File: src/rtl/music_req_arbiter.sv
// Fixed-priority arbiter sharing one musicplayer between several requesters.
// Each grant plays for a fixed time, then a silent gap precedes the next grant.
module music_req_arbiter #(
  parameter int unsigned N_REQ    = 4,
  parameter int unsigned SEL_W    = 3,
  parameter int unsigned TICK_DIV = 100000,
  parameter int unsigned PLAY_MS  = 2000,
  parameter int unsigned GAP_MS   = 100,
  parameter bit          PREEMPT  = 1'b1
) (
  input  logic                   clk,
  input  logic                   enable,
  input  logic [N_REQ-1:0]       req,
  input  logic [N_REQ*SEL_W-1:0] sel_in,
  input  logic                   cancel,
  output logic [SEL_W-1:0]       music_sel,
  output logic                   music_en,
  output logic [N_REQ-1:0]       grant,
  output logic                   busy,
  output logic [N_REQ-1:0]       done
);

  localparam int unsigned PW     = (TICK_DIV > 1) ? $clog2(TICK_DIV) : 1;
  localparam int unsigned MS_MAX = (PLAY_MS > GAP_MS) ? PLAY_MS : GAP_MS;
  localparam int unsigned MW     = (MS_MAX > 1) ? $clog2(MS_MAX + 1) : 1;
  localparam int unsigned IW     = (N_REQ > 1) ? $clog2(N_REQ) : 1;

  localparam logic [PW-1:0] PRESC_LAST = PW'(TICK_DIV - 1);
  localparam logic [MW-1:0] PLAY_LAST  = MW'(PLAY_MS - 1);
  localparam logic [MW-1:0] GAP_LAST   = MW'(GAP_MS - 1);

  typedef enum logic [1:0] {StIdle, StPlay, StGap} state_e;

  state_e                 state_q, state_d;
  logic [N_REQ-1:0]       pending_q, pending_d;
  logic [SEL_W-1:0]       sel_q [N_REQ];
  logic [SEL_W-1:0]       sel_d [N_REQ];
  logic [IW-1:0]          owner_q, owner_d;
  logic [PW-1:0]          presc_q, presc_d;
  logic [MW-1:0]          ms_q, ms_d;
  logic [SEL_W-1:0]       music_sel_q, music_sel_d;
  logic                   music_en_q, music_en_d;
  logic [N_REQ-1:0]       grant_q, grant_d;
  logic                   busy_q, busy_d;
  logic [N_REQ-1:0]       done_q, done_d;

  logic [N_REQ-1:0] cand;
  logic [IW-1:0]    win_idx;
  logic             win_vld;
  logic [SEL_W-1:0] win_sel;
  logic             preempt_hit;
  logic             tick_last;
  logic [PW-1:0]    presc_step;
  logic [MW-1:0]    ms_step;

  // Current-cycle requests compete alongside latched ones.
  assign cand = pending_q | req;

  always_comb begin
    win_idx = '0;
    win_vld = 1'b0;
    for (int i = N_REQ - 1; i >= 0; i--) begin
      if (cand[i]) begin
        win_idx = IW'(i);
        win_vld = 1'b1;
      end
    end
  end

  assign win_sel = req[win_idx] ? sel_in[win_idx*SEL_W +: SEL_W] : sel_q[win_idx];

  always_comb begin
    preempt_hit = 1'b0;
    for (int i = 0; i < N_REQ; i++) begin
      if (cand[i] && (IW'(i) < owner_q)) preempt_hit = 1'b1;
    end
  end

  assign tick_last  = (presc_q == PRESC_LAST);
  assign presc_step = tick_last ? '0 : presc_q + 1'b1;
  assign ms_step    = tick_last ? ms_q + 1'b1 : ms_q;

  always_comb begin
    state_d     = state_q;
    pending_d   = pending_q;
    sel_d       = sel_q;
    owner_d     = owner_q;
    presc_d     = presc_step;
    ms_d        = ms_step;
    music_sel_d = music_sel_q;
    music_en_d  = music_en_q;
    grant_d     = grant_q;
    busy_d      = busy_q;
    done_d      = '0;

    for (int i = 0; i < N_REQ; i++) begin
      if (req[i]) begin
        pending_d[i] = 1'b1;
        sel_d[i]     = sel_in[i*SEL_W +: SEL_W];
      end
    end

    unique case (state_q)
      StIdle: begin
        presc_d = '0;
        ms_d    = '0;
        if (win_vld) begin
          state_d            = StPlay;
          owner_d            = win_idx;
          pending_d[win_idx] = 1'b0;
          music_sel_d        = win_sel;
          music_en_d         = 1'b1;
          busy_d             = 1'b1;
          for (int i = 0; i < N_REQ; i++) grant_d[i] = (IW'(i) == win_idx);
        end
      end
      StPlay: begin
        // A tune that reaches its last cycle completes even if a preemptor arrives.
        if (tick_last && (ms_q == PLAY_LAST)) begin
          state_d    = StGap;
          done_d     = grant_q;
          music_en_d = 1'b0;
          grant_d    = '0;
          presc_d    = '0;
          ms_d       = '0;
        end else if (PREEMPT && preempt_hit) begin
          state_d    = StGap;
          music_en_d = 1'b0;
          grant_d    = '0;
          presc_d    = '0;
          ms_d       = '0;
        end
      end
      StGap: begin
        if (tick_last && (ms_q == GAP_LAST)) begin
          state_d = StIdle;
          busy_d  = 1'b0;
          presc_d = '0;
          ms_d    = '0;
        end
      end
      default: state_d = StIdle;
    endcase

    // Cancel discards same-cycle requests as well as everything pending.
    if (cancel) begin
      state_d    = StIdle;
      pending_d  = '0;
      sel_d      = sel_q;
      music_en_d = 1'b0;
      grant_d    = '0;
      busy_d     = 1'b0;
      done_d     = '0;
      presc_d    = '0;
      ms_d       = '0;
    end
  end

  always_ff @(posedge clk or negedge enable) begin
    if (!enable) begin
      state_q     <= StIdle;
      pending_q   <= '0;
      sel_q       <= '{default: '0};
      owner_q     <= '0;
      presc_q     <= '0;
      ms_q        <= '0;
      music_sel_q <= '0;
      music_en_q  <= 1'b0;
      grant_q     <= '0;
      busy_q      <= 1'b0;
      done_q      <= '0;
    end else begin
      state_q     <= state_d;
      pending_q   <= pending_d;
      sel_q       <= sel_d;
      owner_q     <= owner_d;
      presc_q     <= presc_d;
      ms_q        <= ms_d;
      music_sel_q <= music_sel_d;
      music_en_q  <= music_en_d;
      grant_q     <= grant_d;
      busy_q      <= busy_d;
      done_q      <= done_d;
    end
  end

  assign music_sel = music_sel_q;
  assign music_en  = music_en_q;
  assign grant     = grant_q;
  assign busy      = busy_q;
  assign done      = done_q;

endmodule

File: config.mk
export PLATFORM = sky130hd
export DESIGN_NAME = music_req_arbiter
export DESIGN_NICKNAME = d
export VERILOG_FILES = /design/src/rtl/music_req_arbiter.sv
export SDC_FILE = /design/constraint.sdc
export NUM_CORES = 1
export LEC_CHECK = 0
export ABC_AREA = 0
export CAP_MARGIN = 40
export CORE_AREA = 2 2 96 98
export DETAILED_ROUTE_END_ITERATION = 12
export DIE_AREA = 0 0 98 100
export MAX_ROUTING_LAYER = met4
export PLACE_DENSITY_LB_ADDON = 0.25
export SLEW_MARGIN = 25
export SYNTH_ARGS = -nofsm -noshare
export SYNTH_HDL_FRONTEND = slang
export SYNTH_SLANG_ARGS = --single-unit
File: constraint.sdc
create_clock -name clk -period 1.9 [get_ports clk]
set_clock_uncertainty 0.05 [all_clocks]
set_input_delay 0.38 -clock clk [delete_from_list [all_inputs] [get_ports clk]]
set_output_delay 0.38 -clock clk [all_outputs]
set_load 0.005 [all_outputs]
==> results of run 1 <==
[synth_stat cells (all sizes together) (2+ instances only)]
| cell | number |
|---|---|
| dfrtp | 61 |
| nor2 | 49 |
| nand2 | 24 |
| nand3 | 16 |
| xor2 | 16 |
| mux2 | 12 |
| nor3 | 9 |
| xnor2 | 9 |
| o21ai | 8 |
| nor2b | 7 |
| and2 | 6 |
| inv | 6 |
| nor4 | 6 |
| a21oi | 5 |
| nand4 | 5 |
| a221o | 4 |
| buf | 4 |
| clkbuf | 4 |
| a22oi | 3 |
| a32o | 3 |
| mux4 | 3 |
| a211oi | 2 |
| a22o | 2 |
| a311oi | 2 |
| a31oi | 2 |
| and3 | 2 |
| ha | 2 |
| nand2b | 2 |
[cell families after synthesis]
logic type               Yosys count  share of synthesized area [%]
AND/OR/NAND/NOR                  134                          22.41
flip-flops                        61                          50.73
AO/OA/AOI/OAI                     38                          9.688
XOR/XNOR                          25                          7.277
multiplexers                      16                          7.068
buffers and inverters             14                          1.996
adder cells (fa/ha/maj)            2                         0.8315
[metal layers]
layer	vias up	routed length, µm	GRT usage [%]
li1	1241	-	-
met1	1235	3551	21.85
met2	43	3322	22.97
met3	10	244	4.248
met4	0	72	5.449
met5	-	0	-
[flip-flops by register name (all words and copies together) (netlist names), 2 cells and up]
signal / count
ms_q: 11
grant: 4
owner_q: 2
presc_q: 17
done: 4
music_sel: 3
state_q: 2
pending_q: 4
sel_q: 12
[worst reg2reg max path: stages (launching register included)]
cell	delay (ns)
dfrtp_1	0.37
and4bb_1	0.29
or4b_4	0.49
buf_6	0.15
nor3_4	0.19
buf_6	0.14
and3_4	0.18
xnor2_2	0.10
nor2_1	0.06
[worst max path at each step]
stage,to,slack [ns],cells after the start
finish,ms_q[8],-0.23,8
CTS,grant[3],-0.25,7
detailed placement,music_sel[0],-0.45,7
global placement,music_sel[0],-0.41,7
global route,ms_q[10],-0.33,6
floorplan,grant[1],-0.18,6
[final cells by class]
type / count / area (µm²)
fillers: 847 / 4564
multi-input cells: 216 / 1551
flip-flops and latches: 61 / 1526
repair buffers: 98 / 863.3
well taps: 111 / 138.9
clock buffers: 9 / 123.9
clock inverters: 7 / 98.84
inverters: 6 / 22.52
[through the flow]
stage	instances	cell area [µm²]	TNS (ns)	utilization [%]	setup slack [ns]
after floorplan	290	3028	-1.140	-	-0.1768
after global placement	486	3916	-10.86	44.05	-0.4131
after detailed placement	486	3916	-11.91	44.05	-0.4468
after CTS	505	4220	-3.642	47.47	-0.2493
after global routing	508	4325	-7.403	48.66	-0.3303
final	508	4325	-3.610	48.66	-0.2284
[power by group through the flow]
stage	Combinational, mW	Clock [mW]	Sequential, mW
2_1_floorplan	0.594	0	1.60
3_3_place_gp	1.14	0	1.60
3_5_place_dp	1.15	0	1.61
4_1_cts	1.19	1.33	1.58
5_1_grt	1.43	1.40	1.61
6_report	1.29	1.30	1.59
[what timing repair did]
| action | CTS | global route |
|---|---|---|
| cloned | 0 | 2 |
| pin swaps | 11 | 10 |
| hold endpoints to repair | 0 | 0 |
| resized for setup | 12 | 16 |
| endpoints found under the setup margin | 25 | 43 |
| setup buffers | 3 | 1 |
==> flow_summary_export.csv, run 1 <==
group,metric,value,unit
status,outcome,"finished, violations left",
status,failed_checks,"negative hold slack, negative setup slack",
synthesis,syn-num-nets,311,
cells_and_area,drive_gt1_share,31.74,%
timing,finalHoldViolCount,23,
worst_setup_path,crit_top_cell,"buf_6",
power,pwr-share-clk,31.2,%
power,p_leak,1.889,nW
power,p_int,2.903,mW
worst_setup_path,endpoint_kind,"flop",
power,power_density,967.1,nW/µm²
worst_hold_path,hold_path_class,"input pin to asynchronous set/reset pin",
global_route,grt_first_pass_wirelength,12.08,mm
global_route,grt_overflow,0,
global_route,grt_pass1_vias,2535,
clocking,ctsRootBufferMaster,"clkbuf_8",
cells_and_area,area_growth,43.74,%
timing,finalSetupViolations,30,
synthesis,synth.distinct_cells,49,
drt,remaining_drc_errors,0,
drt,wirelength,7.190,mm
cells_and_area,antenna_cells,0,
power,sw_frac_of_total,30.59,%
floorplan,fp-row-count,35,
drt,via_per_inst,4.978,
worst_setup_path,critPathLaunchType,"flop",
synthesis,syn_area,3009,µm²
clocking,cts_tree,"built",
worst_setup_path,r2r_start,"presc_q[6]",
drt,wl_per_cell,14.15,µm
place,hpwl,5.210,mm
timing,report.final.slew_viol_count,0,
synthesis,syn_avg_cell_area,10.38,µm²
worst_setup_path,crit_arrival,2.32,ns
synthesis,synth-edff-count,0,
timing,period_needed,2.128,ns
worst_setup_path,cpMaxStageDelayCell,"or4b_4",
drt,firstDrtPassIters,4,
worst_setup_path,r2r-end,"ms_q[8]",
worst_setup_path,worstRegToRegCells,8,
timing,holdWs,-0.01108,ns
drt,vias,2529,
timing,slew_headroom,58.59,%
clocking,numCtsBuffers,9,
synthesis,synth.top_cell.area_share,50.73,%
worst_setup_path,path_class,"flop to flop",
synthesis,seq_area_frac_synth,50.73,%
clocking,path_clk_slew,0.07,ns
worst_setup_path,critPathMaxFanout,5,
clocking,clock_path_buffers,2,
floorplan,fp.dieArea,9800,µm²
timing,fin_ws,-0.2284,ns
cells_and_area,fin_nets,413,
power,p_seq_share,37.9,%
synthesis,async_flop_share,100.0,%
clocking,hold_buffers,0,
power,irDropWorstVdd,367.9,µV
synthesis,synthTopCellsByArea,"dfrtp_1 (51%), nor2_1 (6.1%), xor2_1 (4.7%)",
worst_setup_path,cp_top_family,"simple AND/OR/NAND/NOR gates",
drt,first_iter_violations,110,
drt,ant_nets,0,
power,p_switching,1.280,mW
timing,tightestPinTransition,0.6211,ns
power,power,4.183,mW
clocking,clock_sinks,61,
power,comb_power_share,30.9,%
floorplan,io-pin-count,32,
job,drv_cap,0,
floorplan,die_h,100,µm
synthesis,yosysWarnings,0,
cells_and_area,layout_common_cells,"dfrtp_1 (61), buf_4 (61), nor2_1 (44), clkdlybuf4s50_1 (28), nand2_1 (23)",
floorplan,start_util,33.85,%
worst_setup_path,required,2.09,ns
worst_setup_path,cp_slowest_stage_delay,0.49,ns
place,place.gp.congestion,0.8436,
timing,max_freq,469.8,MHz
worst_setup_path,critical_path.startpoint,"presc_q[6]",
synthesis,yosysTopAreaCell,"dfrtp_1",
synthesis,ys_ff_latch,61,
global_route,grt_max_degree,28,
synthesis,syn_inst,290,
worst_setup_path,path_buf_inv,2,
timing,period_share,112.0,%
place,io_buffers,31,
clocking,h-tree-depth,3,
clocking,clk_latency,0.35,ns
synthesis,synth_flop_cell,"dfrtp_1",
floorplan,core_area,8890,µm²
floorplan,die_x,98,µm
global_route,grt_usage,15.94,%
worst_setup_path,regToRegSetupSlack,-0.23,ns
timing,rsz0062_at_grt,"yes",
worst_setup_path,crit_chain,"and4bb_1, or4b_4, buf_6, nor3_4, buf_6, and3_4, xnor2_2, nor2_1",
global_route,antenna_found_initial,0,
No activity file was read; power rests on OpenSTA's default activity.
==> run 2, diff against run 1 <==
--- a/config.mk
+++ b/config.mk
@@ -7,6 +7,8 @@
 export LEC_CHECK = 0
 export ABC_AREA = 0
 export CAP_MARGIN = 40
+export CELL_PAD_IN_SITES_DETAIL_PLACEMENT = 1
+export CELL_PAD_IN_SITES_GLOBAL_PLACEMENT = 1
 export CORE_AREA = 2 2 96 98
 export DETAILED_ROUTE_END_ITERATION = 12
 export DIE_AREA = 0 0 98 100
==> run 2 against run 1 <==
Net effect: the flow finishes with violations (negative setup slack); non-clock buffer count grew 3; largest power group unchanged; register-to-register slack got worse by 0.07 ns; combinational power up 20%; critical endpoint is now ms_q[9]; sequential cell count unchanged; utilization increased by 2.7 points; maximum frequency shrank 3.2%; design area increased by 5.5%; critical path depth unchanged.
==> flow_summary_export.csv, run 2 (synthesis gave the netlist of run 1 again) <==
group,metric,value,unit
global_route,grt_first_pass_wirelength,13.79,mm
timing,setup_tns,-5.430,ns
floorplan,die_x,98,µm
power,power,4.391,mW
cells_and_area,drive_gt1_share,39.75,%
clocking,clock_sinks,61,
floorplan,die_h,100,µm
timing,holdWs,0.4528,ns
global_route,grt_max_degree,62,
worst_setup_path,path_buf_inv,2,
clocking,clock_path_buffers,2,
place,io_buffers,31,
timing,fin_ws,-0.2997,ns
timing,period_share,115.8,%
clocking,h-tree-depth,3,
timing,tightestPinTransition,0.6107,ns
drt,first_iter_violations,113,
drt,firstDrtPassIters,4,
job,drv_cap,0,
worst_setup_path,cpMaxStageDelayCell,"or4b_4",
cells_and_area,reg.largest.list,"presc_q: 17 flops, sel_q: 12 flops, ms_q: 11 flops",
power,power_density,962.0,nW/µm²
cells_and_area,area_growth,51.68,%
global_route,antenna_found_initial,0,
floorplan,start_util,33.85,%
drt,vias,2624,
cells_and_area,largest_reg_flops,17,
floorplan,io-pin-count,32,
drt,remaining_drc_errors,0,
cells_and_area,final_common_cell,"dfrtp_1",
worst_setup_path,required,2.08,ns
timing,report.final.slew_viol_count,0,
power,p_leak,1.956,nW
clocking,path_clk_slew,0.07,ns
floorplan,fp.dieArea,9800,µm²
place,place_ws,-0.4416,ns
drt,wl_per_cell,17.15,µm
place,hpwl,5.656,mm
clocking,ctsRootBufferMaster,"clkbuf_8",
cells_and_area,fin_util,51.34,%
clocking,clk_latency,0.34,ns
worst_setup_path,path_class,"flop to flop",
timing,period_needed,2.200,ns
worst_setup_path,cp_slowest_stage_delay,0.49,ns
worst_setup_path,endpoint_kind,"flop",
worst_setup_path,critPathLaunchType,"flop",
clocking,cts_tree,"built",
drt,ant_nets,0,
worst_hold_path,hold_path_class,"flop to flop",
timing,rsz0062_at_grt,"yes",
worst_setup_path,crit_arrival,2.38,ns
global_route,grt_usage,18.37,%
drt,via_per_inst,5.135,
floorplan,fp-row-count,35,
status,failed_checks,"negative setup slack",
timing,slew_headroom,58.86,%
drt,wirelength,8.766,mm
worst_setup_path,crit_chain,"and4bb_1, or4b_4, buf_6, buf_12, nor4_4, nand4_1, xor2_1, nor2_1",
cells_and_area,antenna_cells,0,
cells_and_area,fin_nets,416,
timing,finalHoldViolCount,0,
floorplan,core_area,8890,µm²
status,outcome,"finished, violations left",
cells_and_area,nFillCells,969,
worst_setup_path,critPathMaxFanout,3,
clocking,numCtsBuffers,9,
timing,max_freq,454.6,MHz
global_route,grt_overflow,0,
worst_setup_path,cp_top_family,"simple AND/OR/NAND/NOR gates",
power,irDropWorstVdd,370.8,µV
cells_and_area,largest-register,"presc_q",
cells_and_area,layout_common_cells,"dfrtp_1 (61), buf_4 (59), clkdlybuf4s50_1 (27), nor2_1 (26), nand2_1 (21)",
timing,finalSetupViolations,40,
cells_and_area,multi_input_area,1742,µm²
cells_and_area,regArea,1526,µm²
global_route,grt_pass1_vias,2785,
place,place.gp.congestion,0.8065,
## run 2: cell types whose count changed in the layout (fill, tap and decap cells not counted), moves of 3 or more
cell     change
nor2_2       +3
nor2_4      +15
nor2_1      -18
o21ai_0      -3
## run 2: timing repair
action	4_1_cts	5_1_grt
hold buffers	1	0
endpoints found under the hold margin	3	0
gates resized for setup	25	59
setup endpoints to repair	31	43
cloned	0	3
pin swaps	14	28
setup buffers	4	6
## run 2: per-stage QoR
stage | cell area (µm²) | instances
floorplan | 3028 | 290
global placement | 3894 | 483
detailed placement | 3894 | 483
CTS | 4234 | 504
global route | 4564 | 511
finish | 4564 | 511
## run 2: layout make-up
cell class,instances,share of cell area (%)
multi-input combinational,216,38.16
sequential,61,33.44
timing repair buffer,101,20.34
tap,111,3.043
clock buffer,11,2.878
clock inverter,5,1.645
inverter,6,0.4934
## run 2: path summary, 6_finish.rpt
kind	from	endpoint	slack (ns)	cells past startpoint
min reg2reg	music_en	music_en	0.45	1
max	presc_q[5]	ms_q[9]	-0.30	8
min	music_en	music_en	0.45	1
min in group asynchronous	enable	ms_q[3]	0.52	3
max reg2reg	presc_q[5]	ms_q[9]	-0.30	8
max in group asynchronous	enable	presc_q[9]	1.00	3
## run 2: worst reg2reg max path, cell delays in order, from the launching register on
cell and delay (ns):
dfrtp_1 0.39, and4bb_1 0.30, or4b_4 0.49, buf_6 0.15, buf_12 0.12, nor4_4 0.19
nand4_1 0.16, xor2_1 0.18, nor2_1 0.06
## run 2: layer usage
| metal | vias to the layer above | wire length [µm] | global-route usage [%] |
|---|---|---|---|
| li1 | 1246 | - | - |
| met1 | 1328 | 3890 | 23.51 |
| met2 | 31 | 4512 | 29.45 |
| met3 | 19 | 166 | 3.482 |
| met4 | 0 | 196 | 6.410 |
| met5 | - | 0 | - |
## run 2: power breakdown
group          switching (mW)  total (mW)  internal (mW)
registers               0.124        1.59           1.47
clock network           0.519        1.25          0.733
logic                   0.774        1.55          0.773
total                    1.42        4.39           2.97
